File: config.mk
export PLATFORM = sky130hd
export DESIGN_NAME = if_id_buffer_flat
export DESIGN_NICKNAME = d
export VERILOG_FILES = /design/src/rtl/if_id_if.sv /design/src/rtl/if_id_buffer.sv /design/src/flat_wrapper.sv
export SDC_FILE = /design/constraint.sdc
export NUM_CORES = 1
export LEC_CHECK = 0
export CORE_ASPECT_RATIO = 1.2
export CORE_UTILIZATION = 48
export CTS_CLUSTER_DIAMETER = 30
export DETAILED_ROUTE_END_ITERATION = 10
export HOLD_SLACK_MARGIN = 0.12
export PLACE_DENSITY = 0.79
export REMOVE_ABC_BUFFERS = 1
export SYNTH_ARGS = -nofsm -noshare
export SYNTH_HDL_FRONTEND = slang
export SYNTH_SLANG_ARGS = --single-unit
File: constraint.sdc
create_clock -name clk -period 11.5 [get_ports clk]
set_input_delay 2.3 -clock clk [delete_from_list [all_inputs] [get_ports clk]]
set_output_delay 2.3 -clock clk [all_outputs]
set_load 0.05 [all_outputs]
File: src/rtl/if_id_if.sv
// if_id_if: fetch/decode handshake bundle for the IF/ID decoupling buffer
// Parameter DEPTH sizes count; must match the buffer's DEPTH.
// master: fetch + decode side (drives in_*, flush, out_ready)
// slave : buffer side (drives in_ready, out_*, count)
// IF_ID_PREDECODE_EN adds out_is_branch/out_is_jal/out_is_jalr.
interface if_id_if #(
    parameter int DEPTH = 2
);
    localparam int CW = $clog2(DEPTH + 1);
    logic          in_valid;
    logic          in_ready;
    logic [31:0]   in_instr;
    logic [31:0]   in_pc;
    logic [31:0]   in_pc4;
    logic          flush;
    logic          out_valid;
    logic          out_ready;
    logic [31:0]   out_instr;
    logic [31:0]   out_pc;
    logic [31:0]   out_pc4;
    logic [CW-1:0] count;
`ifdef IF_ID_PREDECODE_EN
    logic          out_is_branch;
    logic          out_is_jal;
    logic          out_is_jalr;
    modport master (
        output in_valid, in_instr, in_pc, in_pc4, flush, out_ready,
        input  in_ready, out_valid, out_instr, out_pc, out_pc4, count,
               out_is_branch, out_is_jal, out_is_jalr
    );
    modport slave (
        input  in_valid, in_instr, in_pc, in_pc4, flush, out_ready,
        output in_ready, out_valid, out_instr, out_pc, out_pc4, count,
               out_is_branch, out_is_jal, out_is_jalr
    );
`else
    modport master (
        output in_valid, in_instr, in_pc, in_pc4, flush, out_ready,
        input  in_ready, out_valid, out_instr, out_pc, out_pc4, count
    );
    modport slave (
        input  in_valid, in_instr, in_pc, in_pc4, flush, out_ready,
        output in_ready, out_valid, out_instr, out_pc, out_pc4, count
    );
`endif
endinterface

File: src/rtl/if_id_buffer.sv
// if_id_buffer: DEPTH-entry FIFO decoupling RV32IM fetch from decode
// Ports: clk, rst (async, active-high), bus (if_id_if.slave):
//   in_valid/in_ready/in_instr/in_pc/in_pc4 from fetch, flush redirect,
//   out_valid/out_ready/out_instr/out_pc/out_pc4 to decode, count = entries held.
// Empty outputs: out_instr=NOP_INSN, out_pc=out_pc4=0.
// IF_ID_PREDECODE_EN adds per-entry branch/jal/jalr flags decoded at push time.
module if_id_buffer #(
    parameter int          DEPTH    = 2,
    parameter logic [31:0] NOP_INSN = 32'h00000013
) (
    input logic    clk,
    input logic    rst,
    if_id_if.slave bus
);
    localparam int AW = $clog2(DEPTH);
    localparam int CW = $clog2(DEPTH + 1);
    logic [31:0]   instr_q [DEPTH];
    logic [31:0]   pc_q    [DEPTH];
    logic [31:0]   pc4_q   [DEPTH];
    logic [AW-1:0] wr_ptr, rd_ptr;
    logic [CW-1:0] cnt;
    logic          push, pop;
    assign bus.in_ready  = cnt != CW'(DEPTH);
    assign bus.out_valid = cnt != '0;
    assign bus.count     = cnt;
    // flush cancels any handshake completing in the same cycle
    assign push = bus.in_valid & bus.in_ready & ~bus.flush;
    assign pop  = bus.out_valid & bus.out_ready & ~bus.flush;
    always_ff @(posedge clk or posedge rst) begin
        if (rst) begin
            wr_ptr <= '0;
            rd_ptr <= '0;
            cnt    <= '0;
        end else if (bus.flush) begin
            wr_ptr <= '0;
            rd_ptr <= '0;
            cnt    <= '0;
        end else begin
            if (push) wr_ptr <= wr_ptr + AW'(1);
            if (pop) rd_ptr <= rd_ptr + AW'(1);
            cnt <= cnt + CW'(push) - CW'(pop);
        end
    end
    always_ff @(posedge clk) begin
        if (push) begin
            instr_q[wr_ptr] <= bus.in_instr;
            pc_q[wr_ptr]    <= bus.in_pc;
            pc4_q[wr_ptr]   <= bus.in_pc4;
        end
    end
    assign bus.out_instr = bus.out_valid ? instr_q[rd_ptr] : NOP_INSN;
    assign bus.out_pc    = bus.out_valid ? pc_q[rd_ptr]    : 32'h0;
    assign bus.out_pc4   = bus.out_valid ? pc4_q[rd_ptr]   : 32'h0;
`ifdef IF_ID_PREDECODE_EN
    logic [2:0] pd_q [DEPTH];
    logic [6:0] op;
    assign op = bus.in_instr[6:0];
    always_ff @(posedge clk) begin
        if (push) pd_q[wr_ptr] <= {op == 7'b1100011, op == 7'b1101111, op == 7'b1100111};
    end
    assign bus.out_is_branch = bus.out_valid & pd_q[rd_ptr][2];
    assign bus.out_is_jal    = bus.out_valid & pd_q[rd_ptr][1];
    assign bus.out_is_jalr   = bus.out_valid & pd_q[rd_ptr][0];
`endif
endmodule

File: src/flat_wrapper.sv
// flat-port wrapper written by rule: the top's interface ports become plain ports
module if_id_buffer_flat 
#(
    parameter int          DEPTH    = 2,
    parameter logic [31:0] NOP_INSN = 32'h00000013
)
  (clk, rst, bus_in_valid, bus_in_instr, bus_in_pc, bus_in_pc4, bus_flush, bus_out_ready, bus_in_ready, bus_out_valid, bus_out_instr, bus_out_pc, bus_out_pc4, bus_count);
  if_id_if #(.DEPTH(DEPTH)) bus_i ();
  input logic clk;
  input logic rst;
  input wire logic [$bits(bus_i.in_valid)-1:0] bus_in_valid;
  input wire logic [$bits(bus_i.in_instr)-1:0] bus_in_instr;
  input wire logic [$bits(bus_i.in_pc)-1:0] bus_in_pc;
  input wire logic [$bits(bus_i.in_pc4)-1:0] bus_in_pc4;
  input wire logic [$bits(bus_i.flush)-1:0] bus_flush;
  input wire logic [$bits(bus_i.out_ready)-1:0] bus_out_ready;
  output wire logic [$bits(bus_i.in_ready)-1:0] bus_in_ready;
  output wire logic [$bits(bus_i.out_valid)-1:0] bus_out_valid;
  output wire logic [$bits(bus_i.out_instr)-1:0] bus_out_instr;
  output wire logic [$bits(bus_i.out_pc)-1:0] bus_out_pc;
  output wire logic [$bits(bus_i.out_pc4)-1:0] bus_out_pc4;
  output wire logic [$bits(bus_i.count)-1:0] bus_count;
  assign bus_i.in_valid = bus_in_valid;
  assign bus_i.in_instr = bus_in_instr;
  assign bus_i.in_pc = bus_in_pc;
  assign bus_i.in_pc4 = bus_in_pc4;
  assign bus_i.flush = bus_flush;
  assign bus_i.out_ready = bus_out_ready;
  assign bus_in_ready = bus_i.in_ready;
  assign bus_out_valid = bus_i.out_valid;
  assign bus_out_instr = bus_i.out_instr;
  assign bus_out_pc = bus_i.out_pc;
  assign bus_out_pc4 = bus_i.out_pc4;
  assign bus_count = bus_i.count;
  if_id_buffer #(.DEPTH(DEPTH), .NOP_INSN(NOP_INSN)) u_core (.clk(clk), .rst(rst), .bus(bus_i));
endmodule
### After elaboration in Yosys (flattened, before gate mapping)

Memory sizes are Yosys's and may differ from the RTL's.
Cells that the tools add are included.
W data, S select, Z words.

| storage, ports and cells | value |
|---|---|
| register bits after elaboration | 4 |
| memory bits (writable) | 192 |
| output and inout port bits | 100 |
| logic and storage cells | 29 |
| memories kept | 3 |

| cells by class | value |
|---|---|
| add/subtract/negate cells | 4 |
| eq/ne operators | 1 |
| muxes and demuxes | 10 |
| bitwise operators | 5 |
| reduce and logical (&&, ||, !) cells | 3 |

Memories:

| memory | depth | width | read ports | clocked after Yosys merged registers in | wr ports | RTL line | RTL |
|---|---|---|---|---|---|---|---|
| u_core.instr_q | 2 | 32 | 1 | 0 | 1 | if_id_buffer.sv:17 | `logic [31:0] instr_q [DEPTH];` |
| u_core.pc4_q | 2 | 32 | 1 | 0 | 1 | if_id_buffer.sv:19 | `logic [31:0] pc4_q [DEPTH];` |
| u_core.pc_q | 2 | 32 | 1 | 0 | 1 | if_id_buffer.sv:18 | `logic [31:0] pc_q [DEPTH];` |

Operator list:

| cell | count |
|---|---|
| $mux W32 | 3 |
| $mux W1 | 6 |
| $reduce_bool A2 Y1 | 3 |
| $and A1 B1 Y1 | 4 |
| $add A1 B1 Y1 const B | 2 |
| $add A2 B1 Y2 | 1 |
| $mux W2 | 1 |
| $ne A2 B2 Y1 const B | 1 |
| $sub A2 B1 Y2 | 1 |
| $not A1 Y1 | 1 |

### Longest topological paths before layout

| logic depth | value |
|---|---|
| depth in word-level cells | 6 |
| mapped depth | 8 |

### Worst setup path before layout

Ideal clock, no wire load.

| timing path | value |
|---|---|
| path kind | input to register |
| from | input bus_flush |
| to | memory u_core.instr_q[1][0] (enable) |
| setup time | 0.688 ns |
| data arrival time | 9.519 ns |
| required time | 10.812 ns |
| slack | 1.293 ns |
| stages | 2 |
| buffers on the path | 1 |
| cell sequence | clkbuf_1 nor3b_1 |

| on the way | value |
|---|---|
| longest elaborated chain between the ends | 4 |

RTL lines:

| item | RTL line | RTL |
|---|---|---|
| from (decl) | flat_wrapper.sv:15 | `input wire logic [$bits(bus_i.flush)-1:0] bus_flush;` |
| $not A1 Y1 | if_id_buffer.sv:27 | `assign push = bus.in_valid & bus.in_ready & ~bus.flush;` |
| $and A1 B1 Y1 | if_id_buffer.sv:27 |  |
| $mux W1 | if_id_buffer.sv:45 | `if (push) begin` |
| $mux W1 (implied by the code) | if_id_buffer.sv:46 | `instr_q[wr_ptr] <= bus.in_instr;` |
| to (decl) | if_id_buffer.sv:17 |  |

Every way passes these cells.

### Worst setup path after layout

| timing path | value |
|---|---|
| from | register u_core.cnt[1], in the netlist u_core.bus.count[1] |
| to | output bus_out_instr[4] |

| on the way | value |
|---|---|
| longest elaborated chain between the ends | 2 |

RTL lines:

| item | RTL line | RTL |
|---|---|---|
| from (decl) | if_id_buffer.sv:21 | `logic [CW-1:0] cnt;` |
| from (signal assigned) | if_id_buffer.sv:41 | `cnt <= cnt + CW'(push) - CW'(pop);` |
| $reduce_bool A2 Y1 | if_id_buffer.sv:24 | `assign bus.out_valid = cnt != '0;` |
| $mux W32 | if_id_buffer.sv:51 | `assign bus.out_instr = bus.out_valid ? instr_q[rd_ptr] : NOP_INSN;` |
| to (decl) | flat_wrapper.sv:19 | `output wire logic [$bits(bus_i.out_instr)-1:0] bus_out_instr;` |

Every way passes these cells.

==> results.rst <==
.. list-table::
   :header-rows: 1

   * - Metric
     - Value
   * - Avg Vias per Cell
     - 4.94
   * - Number of detailed-route iterations in the first pass
     - 4
   * - Worst IR Drop VDD
     - 112 uV
   * - Die outline area
     - 16,200 um^2
   * - Number of max-slew violations in the final report
     - 0
   * - Source-to-sink clock delay at the later pin of the worst-skew pair
     - 0.42 ns
   * - PostCTS Resize Cnt
     - 0
   * - Wire length reported by the detailed router
     - 14.8 mm
   * - TritonCTS clock tree
     - built
   * - Number of vias after detailed routing
     - 4,223
   * - Number of nets with antenna violations after routing
     - 0
   * - Outcome
     - complete, no violations
   * - CTS hold repair buffers
     - 0
   * - Number of buffers created by CTS
     - 17
   * - Classification of the worst setup path
     - reg2out
   * - Mean cell area of the mapped netlist
     - 17.3 um^2
   * - Final-layout fill cell count
     - 1,055
   * - Root Driver
     - sky130_fd_sc_hd__clkbuf_16
   * - Achievable Freq
     - 174 MHz
   * - Final layout net count
     - 740
   * - Number of diodes
     - 0
   * - Die Wd
     - 116 um
   * - Placeable core region
     - 15,100 um^2
   * - H-tree depth reported by CTS
     - 4
   * - Commonest non-fill, non-tap cell in the layout
     - sky130_fd_sc_hd__clkdlybuf4s50_1
   * - Sinks on Clock Net
     - 196
   * - Gpl congestion
     - 0.754
   * - Site row count
     - 49
   * - Total area of multi-input combinational cells
     - 1470 um^2
   * - Via count of the first global-routing pass
     - 4,487
   * - CP arrival
     - 3.45 ns
   * - Total DRC errors in the routed layout
     - 0
   * - Area growth from synthesis to final layout
     - 35.3%
   * - Kind of end point of the critical path
     - output port
   * - Maximum buffer depth of the clock tree
     - 2
   * - Count of final hold-check violations
     - 0
   * - Post-DR wirelength/cell
     - 17.4 um
   * - Post-synthesis sequential element count
     - 196
   * - # IOs
     - 201
   * - Largest net degree at the start of global routing
     - 53
   * - Sum of negative setup slack
     - 0 ns
   * - Global router's overall resource usage
     - 18.8%
   * - Fraction of final layout cells sized beyond drive strength 1
     - 5.23%
   * - Total power divided by cell area
     - 199 nW/um^2
   * - Period minus WS final
     - 5.75 ns
   * - Yosys Warn Count
     - 0
   * - First DRT Iteration DRCs
     - 220
   * - Clock Pin Slew Worst Setup and Hold Paths
     - 0.06 ns
   * - Sequential cell area fraction in the yosys report
     - 78.0%
   * - Crit path launch type
     - flip-flop
   * - Slowest cell on the critical path
     - sky130_fd_sc_hd__nor2_4
   * - Worst slew slack as a fraction of its limit
     - 20.7%
   * - Global-route wire length before repair
     - 22.3 mm
   * - Largest stage delay on the critical path
     - 0.94 ns
   * - Setup repair after global routing missed its margin
     - no
   * - Synth unique cells
     - 24
   * - Leakage power
     - 3.33 nW
   * - Required arrival time at the worst endpoint
     - 9.20 ns
   * - Count of max-cap constraint violations
     - 0
   * - Setup violations, final
     - 0
   * - Number of instances in the synthesized netlist
     - 434
   * - Final Cycle Share
     - 50.0%
   * - Die height
     - 139 um
   * - Hold Path Class
     - reg2reg
   * - Area of the mapped netlist
     - 7520 um^2
   * - Number of stages on the worst hold path
     - 2
   * - Setup Fix Bufs, Post-CTS
     - 0
   * - Leading cell types in the layout, fill and taps excluded
     - sky130_fd_sc_hd__clkdlybuf4s50_1 (200), sky130_fd_sc_hd__edfxtp_1 (192), sky130_fd_sc_hd__nor2_1 (98)
   * - Peak fanout along the critical path
     - 51
   * - I/O Buffers
     - 200
   * - Overflow after GRT
     - 0
   * - Starting density of the core
     - 49.7%
   * - Slew @ Worst Pin
     - 1.19 ns
   * - Logic depth of the worst register-to-register path
     - 3
   * - Worst slack on hold paths
     - 0.671 ns
   * - Critical path cell sequence
     - nor2_4 > buf_4 > inv_2 > nand2_1 > clkdlybuf4s50_1
   * - Half-perimeter wire length after placement
     - 9.61 mm
   * - Flip-flop and latch area
     - 5870 um^2
   * - Worst Skew
     - 0.00719 ns
   * - Antenna violations before repair
     - 0
==> state kept, by name, summed over array words and instances, names as in the netlist <==
name              flops
u_core.instr_q       64
u_core.pc4_q         64
u_core.pc_q          64
u_core.bus.count      2
u_core.rd_ptr         1
u_core.wr_ptr         1
==> where the power goes <==
| group | internal, mW | switching [mW] | total [mW] | leakage (nW) |
|---|---|---|---|---|
| Sequential | 0.831 | 0.0285 | 0.859 | 1.81 |
| Clock | 0.295 | 0.236 | 0.532 | 0.247 |
| Combinational | 0.216 | 0.415 | 0.631 | 1.27 |
==> final cells by class <==
type                    instances  share of cell area [%]
flip-flops and latches        196                    57.7
repair buffers                206                    20.1
multi-input cells             212                    14.4
clock buffers                  21                    4.33
well taps                     204                    2.51
clock inverters                11                   0.836
inverters                       4                   0.147
==> final timing paths <==
kind | start | slack, ns | endpoint
max | u_core.bus.count[1] | 5.75 | bus_out_instr[4]
min | u_core.wr_ptr | 0.67 | u_core.wr_ptr
max reg2reg | u_core.rd_ptr | 9.32 | u_core.rd_ptr
min reg2reg | u_core.wr_ptr | 0.67 | u_core.wr_ptr
max in group asynchronous | rst | 9.21 | u_core.rd_ptr
min in group asynchronous | rst | 2.10 | u_core.bus.count[0]
==> through the flow <==
| stage | power (mW) | setup slack (ns) | area [um^2] | util, % | instances |
|---|---|---|---|---|---|
| after floorplan | 1.30 | 1.42 | 7330 | - | 412 |
| after global placement | 1.50 | 6.14 | 9660 | 63.8 | 822 |
| after detailed placement | 1.51 | 6.14 | 9660 | 63.8 | 822 |
| after CTS | 2.04 | 5.68 | 10200 | 67.2 | 854 |
| after global routing | 2.10 | 5.51 | 10200 | 67.2 | 854 |
| final | 2.02 | 5.75 | 10200 | 67.2 | 854 |
==> worst max-delay path, delay by kind of cell, from the launching register on <==
kind,cells,cell delay [ns]
and+or+nand+nor,2,1.03
buffers and inverters,3,1.49
DFF,1,0.47
==> cells in the mapped netlist <==
master / count / area (um^2)
sky130_fd_sc_hd__nor3b_1: 1 / 7.51
sky130_fd_sc_hd__xor2_1: 2 / 17.5
sky130_fd_sc_hd__inv_1: 3 / 11.3
sky130_fd_sc_hd__buf_6: 1 / 11.3
sky130_fd_sc_hd__nand2_1: 3 / 11.3
sky130_fd_sc_hd__ha_1: 2 / 25.0
sky130_fd_sc_hd__nor2_1: 98 / 368
sky130_fd_sc_hd__mux2i_1: 96 / 961
sky130_fd_sc_hd__and2_1: 1 / 6.26
sky130_fd_sc_hd__nand2_2: 1 / 6.26
sky130_fd_sc_hd__nand2b_1: 1 / 6.26
sky130_fd_sc_hd__nor3_1: 2 / 10.0
sky130_fd_sc_hd__nor2b_1: 2 / 12.5
sky130_fd_sc_hd__buf_1: 1 / 3.75
sky130_fd_sc_hd__nor2_2: 1 / 6.26
sky130_fd_sc_hd__clkbuf_1: 2 / 7.51
sky130_fd_sc_hd__mux2_1: 1 / 11.3
sky130_fd_sc_hd__inv_2: 1 / 3.75
sky130_fd_sc_hd__o21ai_1: 1 / 5.00
sky130_fd_sc_hd__buf_4: 7 / 52.6
sky130_fd_sc_hd__edfxtp_1: 192 / 5770
sky130_fd_sc_hd__buf_2: 7 / 35.0
sky130_fd_sc_hd__buf_12: 4 / 80.1
sky130_fd_sc_hd__dfrtp_1: 4 / 100
==> layer usage <==
metal | vias up | GRT usage [%] | share of wire (%)
met4 | 0 | 6.55 | 1.3
li1 | 2002 | - | -
met2 | 140 | 33.5 | 53
met5 | - | 0 | 0
met3 | 12 | 6.08 | 6.7
met1 | 2069 | 20.7 | 39
==> cell families (layout without fill, tap and decap cells) <==
logic type	count (synthesis)	count (layout)	synth area share (%)
XOR/XNOR	2	2	0.233
adder cells (fa/ha/maj)	2	2	0.333
flip-flops	196	196	78.0
AO/OA/AOI/OAI	1	1	0.0664
AND/OR/NAND/NOR	110	110	5.77
buffers and inverters	26	242	2.73
multiplexers	97	97	12.9
(Power assumes the default switching activity.)
